<file path="src/rtl/if_fetch_unit_if.sv">
// if_fetch_unit_if
//   Bundles the fetch stage's hazard controls, instruction-memory port
//   and IF/ID pipeline register outputs.
//   master : the fetch unit (drives o_*, receives i_*)
//   slave  : the surrounding pipeline / memory / testbench
interface if_fetch_unit_if;
    logic        i_stall;       // hold PC and IF/ID
    logic        i_flush;       // squash IF/ID, redirect PC
    logic [31:0] i_target;      // redirect byte address
    logic [31:0] o_im_addr;     // byte address to instruction memory
    logic [31:0] i_im_instr;    // word returned by memory for o_im_addr
    logic [31:0] o_ifid_instr;  // IF/ID instruction
    logic [31:0] o_ifid_pc;     // IF/ID instruction address
    logic [31:0] o_ifid_pc4;    // IF/ID pc+4
    logic        o_ifid_valid;  // 0 = bubble
    logic        o_misalign;    // sticky misaligned-redirect flag

    modport master (
        input  i_stall, i_flush, i_target, i_im_instr,
        output o_im_addr, o_ifid_instr, o_ifid_pc, o_ifid_pc4,
               o_ifid_valid, o_misalign
    );

    modport slave (
        output i_stall, i_flush, i_target, i_im_instr,
        input  o_im_addr, o_ifid_instr, o_ifid_pc, o_ifid_pc4,
               o_ifid_valid, o_misalign
    );
endinterface

</file>
<file path="src/rtl/if_fetch_unit.sv">
// if_fetch_unit
//   Instruction-fetch stage: owns the PC, addresses the combinational
//   instruction memory and captures the returned word into IF/ID.
//   Edge priority: reset > flush > stall > normal fetch.
// Ports:
//   clk     : rising-edge clock
//   reset_n : asynchronous active-low reset
//   bus     : if_fetch_unit_if.master (hazard controls, memory port, IF/ID)
module if_fetch_unit #(
    parameter logic [31:0] RESET_PC  = 32'h0000_0000,
    parameter logic [31:0] NOP_INSTR = 32'h0000_0000
) (
    input  logic            clk,
    input  logic            reset_n,
    if_fetch_unit_if.master bus
);

    typedef enum logic [1:0] {
        BOOT = 2'd0,
        RUN  = 2'd1,
        HOLD = 2'd2
    } state_t;

    state_t      state_q, state_d;
    logic [31:0] pc_q, pc_d;
    logic [31:0] instr_q, instr_d;
    logic [31:0] ifpc_q, ifpc_d;
    logic [31:0] ifpc4_q, ifpc4_d;
    logic        valid_q, valid_d;
    logic        mis_q, mis_d;
    logic [31:0] pc_plus4;

    // Wraps modulo 2^32 by construction.
    assign pc_plus4 = pc_q + 32'd4;

    always_ff @(posedge clk or negedge reset_n) begin
        if (!reset_n) begin
            state_q <= BOOT;
            pc_q    <= RESET_PC;
            instr_q <= NOP_INSTR;
            ifpc_q  <= 32'h0;
            ifpc4_q <= 32'h0;
            valid_q <= 1'b0;
            mis_q   <= 1'b0;
        end else begin
            state_q <= state_d;
            pc_q    <= pc_d;
            instr_q <= instr_d;
            ifpc_q  <= ifpc_d;
            ifpc4_q <= ifpc4_d;
            valid_q <= valid_d;
            mis_q   <= mis_d;
        end
    end

    // BOOT, RUN and HOLD share the same edge rules; the state records
    // where we are (first fetch, streaming, frozen) for observability.
    always_comb begin
        state_d = state_q;
        pc_d    = pc_q;
        instr_d = instr_q;
        ifpc_d  = ifpc_q;
        ifpc4_d = ifpc4_q;
        valid_d = valid_q;
        mis_d   = mis_q;

        if (bus.i_flush) begin
            // Older branch wins over a simultaneous stall.
            state_d = RUN;
            pc_d    = {bus.i_target[31:2], 2'b00};
            instr_d = NOP_INSTR;
            ifpc_d  = 32'h0;
            ifpc4_d = 32'h0;
            valid_d = 1'b0;
            mis_d   = mis_q | (bus.i_target[1:0] != 2'b00);
        end else if (bus.i_stall) begin
            state_d = HOLD;
        end else begin
            unique case (state_q)
                BOOT, RUN, HOLD: state_d = RUN;
                default:         state_d = RUN;
            endcase
            pc_d    = pc_plus4;
            instr_d = bus.i_im_instr;
            ifpc_d  = pc_q;
            ifpc4_d = pc_plus4;
            valid_d = 1'b1;
        end
    end

    // Address comes from the PC register only: no input-to-memory path.
    assign bus.o_im_addr    = pc_q;
    assign bus.o_ifid_instr = instr_q;
    assign bus.o_ifid_pc    = ifpc_q;
    assign bus.o_ifid_pc4   = ifpc4_q;
    assign bus.o_ifid_valid = valid_q;
    assign bus.o_misalign   = mis_q;

endmodule

</file>
<file path="src/flat_wrapper.sv">
// flat-port wrapper written by rule: the top's interface ports become plain ports
module if_fetch_unit_flat 
#(
    parameter logic [31:0] RESET_PC  = 32'h0000_0000,
    parameter logic [31:0] NOP_INSTR = 32'h0000_0000
)
  (clk, reset_n, bus_i_stall, bus_i_flush, bus_i_target, bus_i_im_instr, bus_o_im_addr, bus_o_ifid_instr, bus_o_ifid_pc, bus_o_ifid_pc4, bus_o_ifid_valid, bus_o_misalign);
  if_fetch_unit_if bus_i ();
  input  logic clk;
  input  logic reset_n;
  input wire logic [$bits(bus_i.i_stall)-1:0] bus_i_stall;
  input wire logic [$bits(bus_i.i_flush)-1:0] bus_i_flush;
  input wire logic [$bits(bus_i.i_target)-1:0] bus_i_target;
  input wire logic [$bits(bus_i.i_im_instr)-1:0] bus_i_im_instr;
  output wire logic [$bits(bus_i.o_im_addr)-1:0] bus_o_im_addr;
  output wire logic [$bits(bus_i.o_ifid_instr)-1:0] bus_o_ifid_instr;
  output wire logic [$bits(bus_i.o_ifid_pc)-1:0] bus_o_ifid_pc;
  output wire logic [$bits(bus_i.o_ifid_pc4)-1:0] bus_o_ifid_pc4;
  output wire logic [$bits(bus_i.o_ifid_valid)-1:0] bus_o_ifid_valid;
  output wire logic [$bits(bus_i.o_misalign)-1:0] bus_o_misalign;
  assign bus_i.i_stall = bus_i_stall;
  assign bus_i.i_flush = bus_i_flush;
  assign bus_i.i_target = bus_i_target;
  assign bus_i.i_im_instr = bus_i_im_instr;
  assign bus_o_im_addr = bus_i.o_im_addr;
  assign bus_o_ifid_instr = bus_i.o_ifid_instr;
  assign bus_o_ifid_pc = bus_i.o_ifid_pc;
  assign bus_o_ifid_pc4 = bus_i.o_ifid_pc4;
  assign bus_o_ifid_valid = bus_i.o_ifid_valid;
  assign bus_o_misalign = bus_i.o_misalign;
  if_fetch_unit #(.RESET_PC(RESET_PC), .NOP_INSTR(NOP_INSTR)) u_core (.clk(clk), .reset_n(reset_n), .bus(bus_i));
endmodule
</file>
<file path="config.mk">
export PLATFORM = sky130hd
export DESIGN_NAME = if_fetch_unit_flat
export DESIGN_NICKNAME = d
export VERILOG_FILES = /design/src/rtl/if_fetch_unit_if.sv /design/src/rtl/if_fetch_unit.sv /design/src/flat_wrapper.sv
export SDC_FILE = /design/constraint.sdc
export NUM_CORES = 1
export LEC_CHECK = 0
export BUFFER_PORTS_ARGS = -buffer_cell sky130_fd_sc_hd__buf_2
export CAP_MARGIN = 15
export CORE_ASPECT_RATIO = 1.4
export CORE_UTILIZATION = 55
export CTS_CLUSTER_SIZE = 8
export DETAILED_ROUTE_END_ITERATION = 6
export PLACE_DENSITY = 0.85
export SYNTH_ARGS = -nofsm -noshare
export SYNTH_HDL_FRONTEND = slang
export SYNTH_SLANG_ARGS = --single-unit
</file>
<file path="constraint.sdc">
create_clock -name clk -period 6.98 [get_ports clk]
set_clock_uncertainty 0.2 [all_clocks]
set_input_delay 1.396 -clock clk [delete_from_list [all_inputs] [get_ports clk]]
set_output_delay 1.396 -clock clk [all_outputs]
set_load 0.01 [all_outputs]
</file>
==> results of run 1 <==
==> report_power, final <==
part / total, W / internal, W / switching (W)
registers: 0.000841 / 0.000777 / 0.0000645
logic: 0.000266 / 0.000111 / 0.000155
clock network: 0.000899 / 0.000586 / 0.000313
total: 0.00201 / 0.00147 / 0.000532
==> layer usage <==
metal	vias up	share of wire	GRT usage	routed length, um
li1	2557	-	-	-
met1	2731	0.39	0.346	6410
met2	303	0.51	0.495	8380
met3	46	0.076	0.0637	1250
met4	0	0.031	0.133	509
met5	-	0	0	0
==> cell type report <==
type / count / share of cell area
sequential: 125 / 0.405
multi-input combinational: 440 / 0.354
timing repair buffer: 201 / 0.134
clock buffer: 21 / 0.0609
tap: 141 / 0.0228
clock inverter: 11 / 0.0181
inverter: 10 / 0.00486
antenna: 1 / 0.000324
==> registers in the layout, summed over array words and instances, names as in the netlist <==
| name | cells |
|---|---|
| u_core.bus.o_ifid_valid | 1 |
| u_core.bus.o_misalign | 1 |
| u_core.bus.o_ifid_instr | 32 |
| u_core.bus.o_ifid_pc | 31 |
| u_core.bus.o_ifid_pc4 | 30 |
| u_core.bus.o_im_addr | 30 |
==> through the flow <==
step	hold slack (ns)	total power, W
after global placement	0.245	0.00111
after detailed placement	0.253	0.00112
after global routing	0.304	0.00208
final	0.276	0.00201
after CTS	0.270	0.00202
after floorplan	0.304	0.000995
==> cells in the final DEF (no fill, tap or decap), types with 4 or more instances in the layout <==
cell / instances
a2111oi_0: 5
a211o_1: 4
a211oi_1: 10
a21oi_1: 16
a311oi_1: 7
a31oi_1: 8
and3_1: 5
buf_2: 192
buf_4: 8
clkbuf_16: 17
clkinv_2: 4
clkinvlp_4: 4
dfrtp_1: 125
inv_1: 10
mux2i_1: 55
nand2_1: 44
nand2b_1: 4
nand3_1: 18
nand4_1: 18
nand4_2: 4
nor2_1: 111
nor2b_1: 9
nor3_1: 14
nor4_1: 9
o21ai_0: 13
o21ai_1: 10
or3_1: 6
xnor2_1: 21
==> cells by family (layout without fill, tap and decap cells) <==
kind of cell	Yosys count	count (layout)	synth area share
flip-flops	125	125	0.507
AO/OA/AOI/OAI	94	94	0.105
AND/OR/NAND/NOR	264	264	0.212
other	1	3	0.000607
adder cells (fa/ha/maj)	1	1	0.00203
XOR/XNOR	24	24	0.0341
buffers and inverters	69	243	0.0505
multiplexers	55	55	0.0892
==> final timing paths <==
path | from | end | slack, ns
hold reg to reg | u_core.bus.o_misalign$_DFFE_PN0P_ | u_core.bus.o_misalign$_DFFE_PN0P_ | 0.28
setup reg to reg | u_core.bus.o_im_addr[4]$_DFFE_PN0N_ | u_core.bus.o_ifid_pc4[31]$_DFFE_PN0N_ | 4.14
max in group asynchronous | reset_n | u_core.bus.o_ifid_pc[28]$_DFFE_PN0N_ | 4.60
min in group asynchronous | reset_n | u_core.bus.o_ifid_pc4[25]$_DFFE_PN0N_ | 0.75
setup / recovery | bus_i_stall | u_core.bus.o_im_addr[27]$_DFFE_PN0N_ | 3.64
hold / removal | u_core.bus.o_misalign$_DFFE_PN0P_ | u_core.bus.o_misalign$_DFFE_PN0P_ | 0.28
==> worst max-delay path: stages <==
cell and delay [ns]:
buf_4 0.52, buf_4 0.81, nor2_1 0.24, a311o_1 0.41, nand3_1 0.08
==> flow_summary.yaml, run 1 <==
clocking:
  clk_path_buf_depth: 2
  post_cts_resized: 0
  clkLatencyLatePin_ns: 0.42
  holdBufCountCts: 0
  cts_sinks: 125
  cts_setup_buffers: 0
  h-tree-depth: 4
  clockRootBuffer: "clkbuf_16"
  numCtsBuffers: 17
  path_clk_slew_ns: 0.05
  cts_tree: "built"
yosys:
  avgSynthCellArea_um2: 9.75
  async_flop_share: 1.00
  synth_most_common_cell: "dfrtp_1"
  yosysSeqAreaShare: 0.507
  ys_types: 55
  synth.area.top_cells: "dfrtp_1, mux2i_1, nor2_1"
  yosys.area.top_type_share: 0.507
  ys_warn_count: 0
  synth_edf_count: 0
  ys_ff_latch: 125
  yosysTopAreaCell: "dfrtp_1"
  synth_flop_cell: "dfrtp_1"
  synth_area_um2: 6170
  synthTopCellsByCount: "dfrtp_1, nor2_1, mux2i_1, nand2_1"
  netlist_instances: 633
final_layout:
  final_cells: 950
  final_area_um2: 7720
  regArea_um2: 3130
  multi_input_area_um2: 2740
  syn_to_final_growth_pct: 25.1
  fillCellCount: 831
  final_util: 0.711
  drive_gt1_frac: 0.300
  final_net_count: 864
drt:
  route.detailed.drc: 0
  route.antenna.remaining_nets: 0
  vias: 5637
  dr.pass1.iters: 5
  routed_via_density: 5.93
  drt_iter0_drc: 455
  drt-total-wl_um: 16600
  wire_per_inst_um: 17.4
critical_path:
  startpoint_type: "input port"
  cp.arrival_ns: 3.49
  critPathKind: "in -> reg"
  cp_max_fo: 76
  worstPathRequired_ns: 7.13
  cp-end-kind: "register"
  worstRegToRegCells: 5
grt:
  grt_util_all_layers: 0.289
  antenna_found_initial: 1
  grt_max_degree: 94
  first_global_vias: 5305
  overflow: 0
  grt_first_pass_wirelength_um: 26000
sta:
  finalSetupViolCount: 0
  max_freq_mhz: 300
  layout_setup_ws_ns: 3.64
  max_slew_margin: 0.374
  final_period_minus_worst_setup_slack_ns: 3.34
  finalCritPeriodShare: 0.478
  rsz0062_at_grt: "false"
  worst_slew_pin_slew_ns: 0.939
  finalSetupTns_ns: 0
  slew_viol_final: 0
  hold_viol_final: 0
place:
  gp_congestion: 0.856
  dpl_worst_slack_ns: 3.22
  dp.cells: 916
  port_buffers: 195
  place_area_um2: 7100
  dp_hpwl_um: 11300
floorplan:
  fp.coreArea_um2: 10900
  io_pins: 198
  die_h_um: 127
  num_rows: 45
  initial_core_util: 0.568
  die_w_um: 91.5
  dieArea_um2: 11700
outcome:
  status: "completed"
power_and_ir_drop:
  ir_drop_v: 0.000181
  power_density_nw_per_um2: 260
  p_leak_nw: 3.83
min_path:
  holdPathStages: 1
  min_path_type: "reg -> reg"
run:
  drv_cap: 0
Note: power is estimated with default switching activity, not from simulation.
==> run 2, diff against run 1 <==
Settings changed: ABC_AREA from default to 1, CORE_UTILIZATION 55 to 50, PLACE_DENSITY 0.85 to 0.8.
Clock period 6.98 ns to 3.1 ns, I/O delays scaled along.
==> run 2 against run 1 <==
Synthesized cell count rose by 0.16%; first-iteration DRC count fell by 33%; count of clock-buffer cells in the layout did not move; largest power group unchanged; die area fell by 0.67%; critical path depth did not move; worst hold slack got worse by 0.27 ns.
==> flow_summary.yaml, run 2 <==
yosys:
  yosysTopAreaCell: "dfrtp_1"
  synth_edf_count: 0
  synthTopCellsByCount: "nand2_1, dfrtp_1, inv_1, o21ai_0, nand3_1"
  ys_ff_latch: 125
  synth_most_common_cell: "nand2_1"
  synth_flop_cell: "dfrtp_1"
  synth_area_um2: 5570
  avgSynthCellArea_um2: 8.79
  netlist_instances: 634
  yosysSeqAreaShare: 0.561
  async_flop_share: 1.00
  synth.area.top_cells: "dfrtp_1, nand2_1, a22o_1"
  ys_types: 28
  yosys.area.top_type_share: 0.561
  ys_warn_count: 0
sta:
  finalSetupViolCount: 0
  slew_viol_final: 0
  hold_viol_final: 0
  max_freq_mhz: 491
  worst_slew_pin_slew_ns: 1.03
  rsz0062_at_grt: "false"
  final_period_minus_worst_setup_slack_ns: 2.04
  layout_setup_ws_ns: 1.06
  max_slew_margin: 0.313
  finalCritPeriodShare: 0.657
  finalSetupTns_ns: 0
critical_path:
  critical-path-max-stage-delay_ns: 0.75
  startpoint_type: "input port"
  worstPathRequired_ns: 3.23
  cp-end-kind: "register"
  cp.arrival_ns: 2.17
  critPathKind: "in -> reg"
  crit_slowest_cell: "buf_4"
  ff2ff_setup_slack_ns: 1.14
  cp_cell_sequence: "buf_2 -> nor2_4 -> buf_4 -> nand2_1 -> o21ai_0"
  cp_max_fo: 101
final_layout:
  final_area_um2: 7240
  largest_reg_flops: 32
  antennaDiodeCount: 0
  syn_to_final_growth_pct: 29.9
  final_cell_mix: "nand2_1, buf_2, dfrtp_1, inv_1, o21ai_0"
  drive_gt1_frac: 0.309
  final_net_count: 894
  layout_commonest_cell: "nand2_1"
  final_util: 0.667
grt:
  grt_max_degree: 102
  overflow: 0
  grt_first_pass_wirelength_um: 25400
  antenna_found_initial: 0
  first_global_vias: 4960
  grt_util_all_layers: 0.282
place:
  gp_congestion: 0.860
  port_buffers: 195
  place_area_um2: 6630
  dpl_worst_slack_ns: 0.676
  dp_hpwl_um: 11000
floorplan:
  die_h_um: 127
  fp.coreArea_um2: 10900
  die_w_um: 91.2
  dieArea_um2: 11600
  num_rows: 45
  initial_core_util: 0.513
  io_pins: 198
power_and_ir_drop:
  ir_drop_v: 0.000424
  p_leak_nw: 4.00
  power_density_nw_per_um2: 612
drt:
  vias: 5147
  wire_per_inst_um: 16.0
  drt_iter0_drc: 304
  dr.pass1.iters: 5
  route.detailed.drc: 0
  route.antenna.remaining_nets: 0
  routed_via_density: 5.26
  drt-total-wl_um: 15700
min_path:
  min_path_type: "in -> async"
clocking:
  cts_sinks: 125
  cts_tree: "built"
  clk_path_buf_depth: 2
  holdBufCountCts: 0
  clockRootBuffer: "clkbuf_16"
  cts_setup_buffers: 0
  numCtsBuffers: 17
  h-tree-depth: 4
  path_clk_slew_ns: 0.06
  clkLatencyLatePin_ns: 0.42
  post_cts_resized: 0
outcome:
  status: "completed"
run:
  drv_cap: 0
[run 2: cells by family after synthesis]
logic type / after synthesis / synth area share
AOI/OAI and AO/OA: 99 / 0.115
DFF: 125 / 0.561
and+or+nand+nor: 319 / 0.249
other: 1 / 0.000673
adders and majority gates: 1 / 0.00224
xor gates and xnor gates: 2 / 0.00314
buffers and inverters: 87 / 0.0682
[run 2: metrics by stage]
step / hold slack, ns / instances / total power, W
after floorplan: 0.124 / 635 / 0.00215
after global routing: 0.0365 / 979 / 0.00461
after global placement: 0.243 / 947 / 0.00240
after detailed placement: 0.260 / 947 / 0.00243
after CTS: 0.0134 / 979 / 0.00447
final: 0.00267 / 979 / 0.00444
[run 2: path summary, 6_finish.rpt]
check,startpoint,cells past startpoint,end
max in group asynchronous,reset_n,2,u_core.bus.o_im_addr[15]$_DFFE_PN0N_
min in group clk,bus_i_target[6],3,u_core.bus.o_im_addr[6]$_DFFE_PN0N_
setup / recovery,bus_i_flush,5,u_core.bus.o_ifid_pc[4]$_DFFE_PN0N_
hold reg to reg,u_core.bus.o_ifid_pc4[13]$_DFFE_PN0N_,2,u_core.bus.o_ifid_pc4[13]$_DFFE_PN0N_
hold / removal,reset_n,1,u_core.bus.o_ifid_instr[2]$_DFFE_PN0N_
setup reg to reg,u_core.bus.o_im_addr[3]$_DFFE_PN0N_,8,u_core.bus.o_im_addr[18]$_DFFE_PN0N_
[run 2: power by group]
part | total (W) | internal [W] | switching, W
clock | 0.00203 | 0.00132 | 0.000713
combinational | 0.000547 | 0.000205 | 0.000343
sequential | 0.00185 | 0.00175 | 0.000104
[run 2: worst max-delay path, delay by kind of cell]
family,cells,cell delay [ns]
AO/OA/AOI/OAI,1,0.13
AND/OR/NAND/NOR,2,0.30
buffers and inverters,2,0.99
[run 2: per-layer routing]
metal	global-route usage	vias up	wire length, um
met1	0.357	2464	6450
li1	-	2418	-
met5	0	-	0
met3	0.0492	33	896
met4	0.127	0	358
met2	0.475	232	8000
[run 2: area by class of cell]
cell class              instances  area, um^2
clock buffers                  21         470
multi-input cells             423        2070
well taps                     141         176
fillers                       901        3620
flip-flops and latches        125        3130
clock inverters                11         140
inverters                      56         210
repair buffers                202        1040
==> run 3, diff against run 2 <==
Settings changed: CORE_UTILIZATION 50 to 45, PLACE_DENSITY 0.8 to 0.76.
Clock period 3.1 ns to 1.8 ns, I/O delays scaled along.
==> run 3 against run 2 <==
Clock power rose by 66%; final cell count grew 6.9%; sequential cell count did not move; utilization down 0.74 points; largest cell class unchanged; combinational power is 99% higher; global-route usage shrank 1.4 points; cell area grew 8.6%; count of clock-buffer cells in the layout rose by 4; worst hold slack better by 0.022 ns.
==> flow_summary.yaml, run 3 (synthesis results as in run 2) <==
final_layout:
  multi_input_area_um2: 2110
  drive_gt1_frac: 0.312
  layout_commonest_cell: "nand2_1"
  final_net_count: 957
  largest_reg_flops: 32
  fillCellCount: 1000
  antennaDiodeCount: 0
  syn_to_final_growth_pct: 41.2
  regArea_um2: 3130
  final_area_um2: 7870
  final_cell_mix: "nand2_1, buf_2, dfrtp_1, inv_1, o21ai_0"
drt:
  drt-total-wl_um: 16500
  routed_via_density: 5.05
  vias: 5284
  dr.pass1.iters: 7
  drt_iter0_drc: 276
  route.antenna.remaining_nets: 0
  wire_per_inst_um: 15.8
  route.detailed.drc: 0
floorplan:
  die_h_um: 134
  fp.coreArea_um2: 11900
  die_w_um: 96.1
  num_rows: 47
  initial_core_util: 0.467
  dieArea_um2: 12800
  io_pins: 198
sta:
  hold_viol_final: 0
  slew_viol_final: 0
  max_slew_margin: 0.665
  rsz0062_at_grt: "true"
  finalSetupViolCount: 0
  final_period_minus_worst_setup_slack_ns: 1.77
  finalCritPeriodShare: 0.981
  worst_slew_pin_slew_ns: 0.503
  max_freq_mhz: 566
place:
  gp_congestion: 0.903
  port_buffers: 195
  place_area_um2: 6760
  dp_hpwl_um: 11500
power_and_ir_drop:
  power_density_nw_per_um2: 971
  p_switching_w: 0.00196
  internal-power_w: 0.00568
  ir_drop_v: 0.000605
  power_frac_comb: 0.143
  p_clk_frac: 0.440
  pwr-share-seq: 0.417
  switching_share: 0.256
  finalPower_w: 0.00764
  p_leak_nw: 4.27
grt:
  overflow: 0
  grt_first_pass_wirelength_um: 26100
  first_global_vias: 5409
  antenna_found_initial: 0
  grt_util_all_layers: 0.268
  grt_max_degree: 93
clocking:
  h-tree-depth: 4
  cts_sinks: 125
  numCtsBuffers: 17
  path_clk_slew_ns: 0.05
  clockRootBuffer: "clkbuf_16"
  clk_path_buf_depth: 2
  cts_tree: "built"
  clkLatencyLatePin_ns: 0.41
critical_path:
  cp_max_fo: 1
  worstPathRequired_ns: 1.90
  critPathKind: "in -> reg"
  cp-end-kind: "register"
  cp.arrival_ns: 1.87
  startpoint_type: "input port"
min_path:
  min_path_type: "in -> reg"
run:
  drv_cap: 0
outcome:
  status: "completed"
run 3: power by group through the flow:
stage               combinational (W)  sequential, W  clock [W]
floorplan                    0.000389        0.00331          0
global placement             0.000990        0.00322          0
detailed placement            0.00100        0.00322          0
CTS                           0.00109        0.00318    0.00342
global route                  0.00122        0.00321    0.00353
finish                        0.00109        0.00318    0.00337
run 3: layout make-up:
class                   count  area share
well taps                 147      0.0234
repair buffers            265       0.210
clock buffers              25      0.0642
flip-flops and latches    125       0.398
inverters                  56      0.0267
multi-input cells         423       0.268
clock inverters             6      0.0105
run 3: metrics by stage:
stage | TNS (ns) | setup slack [ns] | util | cells | hold slack [ns]
4_1_cts | 0 | 0.0395 | 0.656 | 1046 | 0.00813
3_3_place_gp | 0 | 0.0718 | 0.566 | 967 | 0.232
5_1_grt | -0.139 | -0.0257 | 0.659 | 1047 | 0.0413
2_1_floorplan | 0 | 0.132 | - | 635 | -0.136
3_5_place_dp | -0.00375 | -0.00375 | 0.566 | 967 | 0.239
6_report | 0 | 0.0337 | 0.659 | 1047 | 0.0245
run 3: worst paths after layout:
kind / startpoint / to / slack [ns] / depth (start not counted)
hold / removal: bus_i_target[10] / u_core.bus.o_im_addr[10]$_DFFE_PN0N_ / 0.02 / 3
hold reg to reg: u_core.bus.o_misalign$_DFFE_PN0P_ / u_core.bus.o_misalign$_DFFE_PN0P_ / 0.27 / 2
setup reg to reg: u_core.bus.o_im_addr[3]$_DFFE_PN0N_ / u_core.bus.o_im_addr[22]$_DFFE_PN0N_ / 0.08 / 8
min in group asynchronous: reset_n / u_core.bus.o_ifid_instr[23]$_DFFE_PN0N_ / 0.34 / 3
max in group asynchronous: reset_n / u_core.bus.o_im_addr[10]$_DFFE_PN0N_ / 0.63 / 3
setup / recovery: bus_i_target[0] / u_core.bus.o_misalign$_DFFE_PN0P_ / 0.03 / 5
run 3: what timing repair did:
item / CTS / global route
hold buffers: 48 / 0
endpoints found under the hold margin: 171 / 0
buffers inserted: 0 / 1
pin swaps: 0 / 3
endpoints found under the setup margin: 6 / 23
resized for setup: 1 / 13
run 3: layer usage:
layer / global-route usage / vias up / share of wire
met2: 0.453 / 200 / 0.50
met1: 0.306 / 2494 / 0.39
li1: - / 2540 / -
met4: 0.138 / 0 / 0.041
met3: 0.0708 / 50 / 0.062
met5: 0 / - / 0
run 3: critical path: stages:
cell	delay, ns
dlygate4sd3_1	0.54
buf_2	0.12
o21ai_0	0.19
dlygate4sd3_1	0.61
nand2_1	0.05
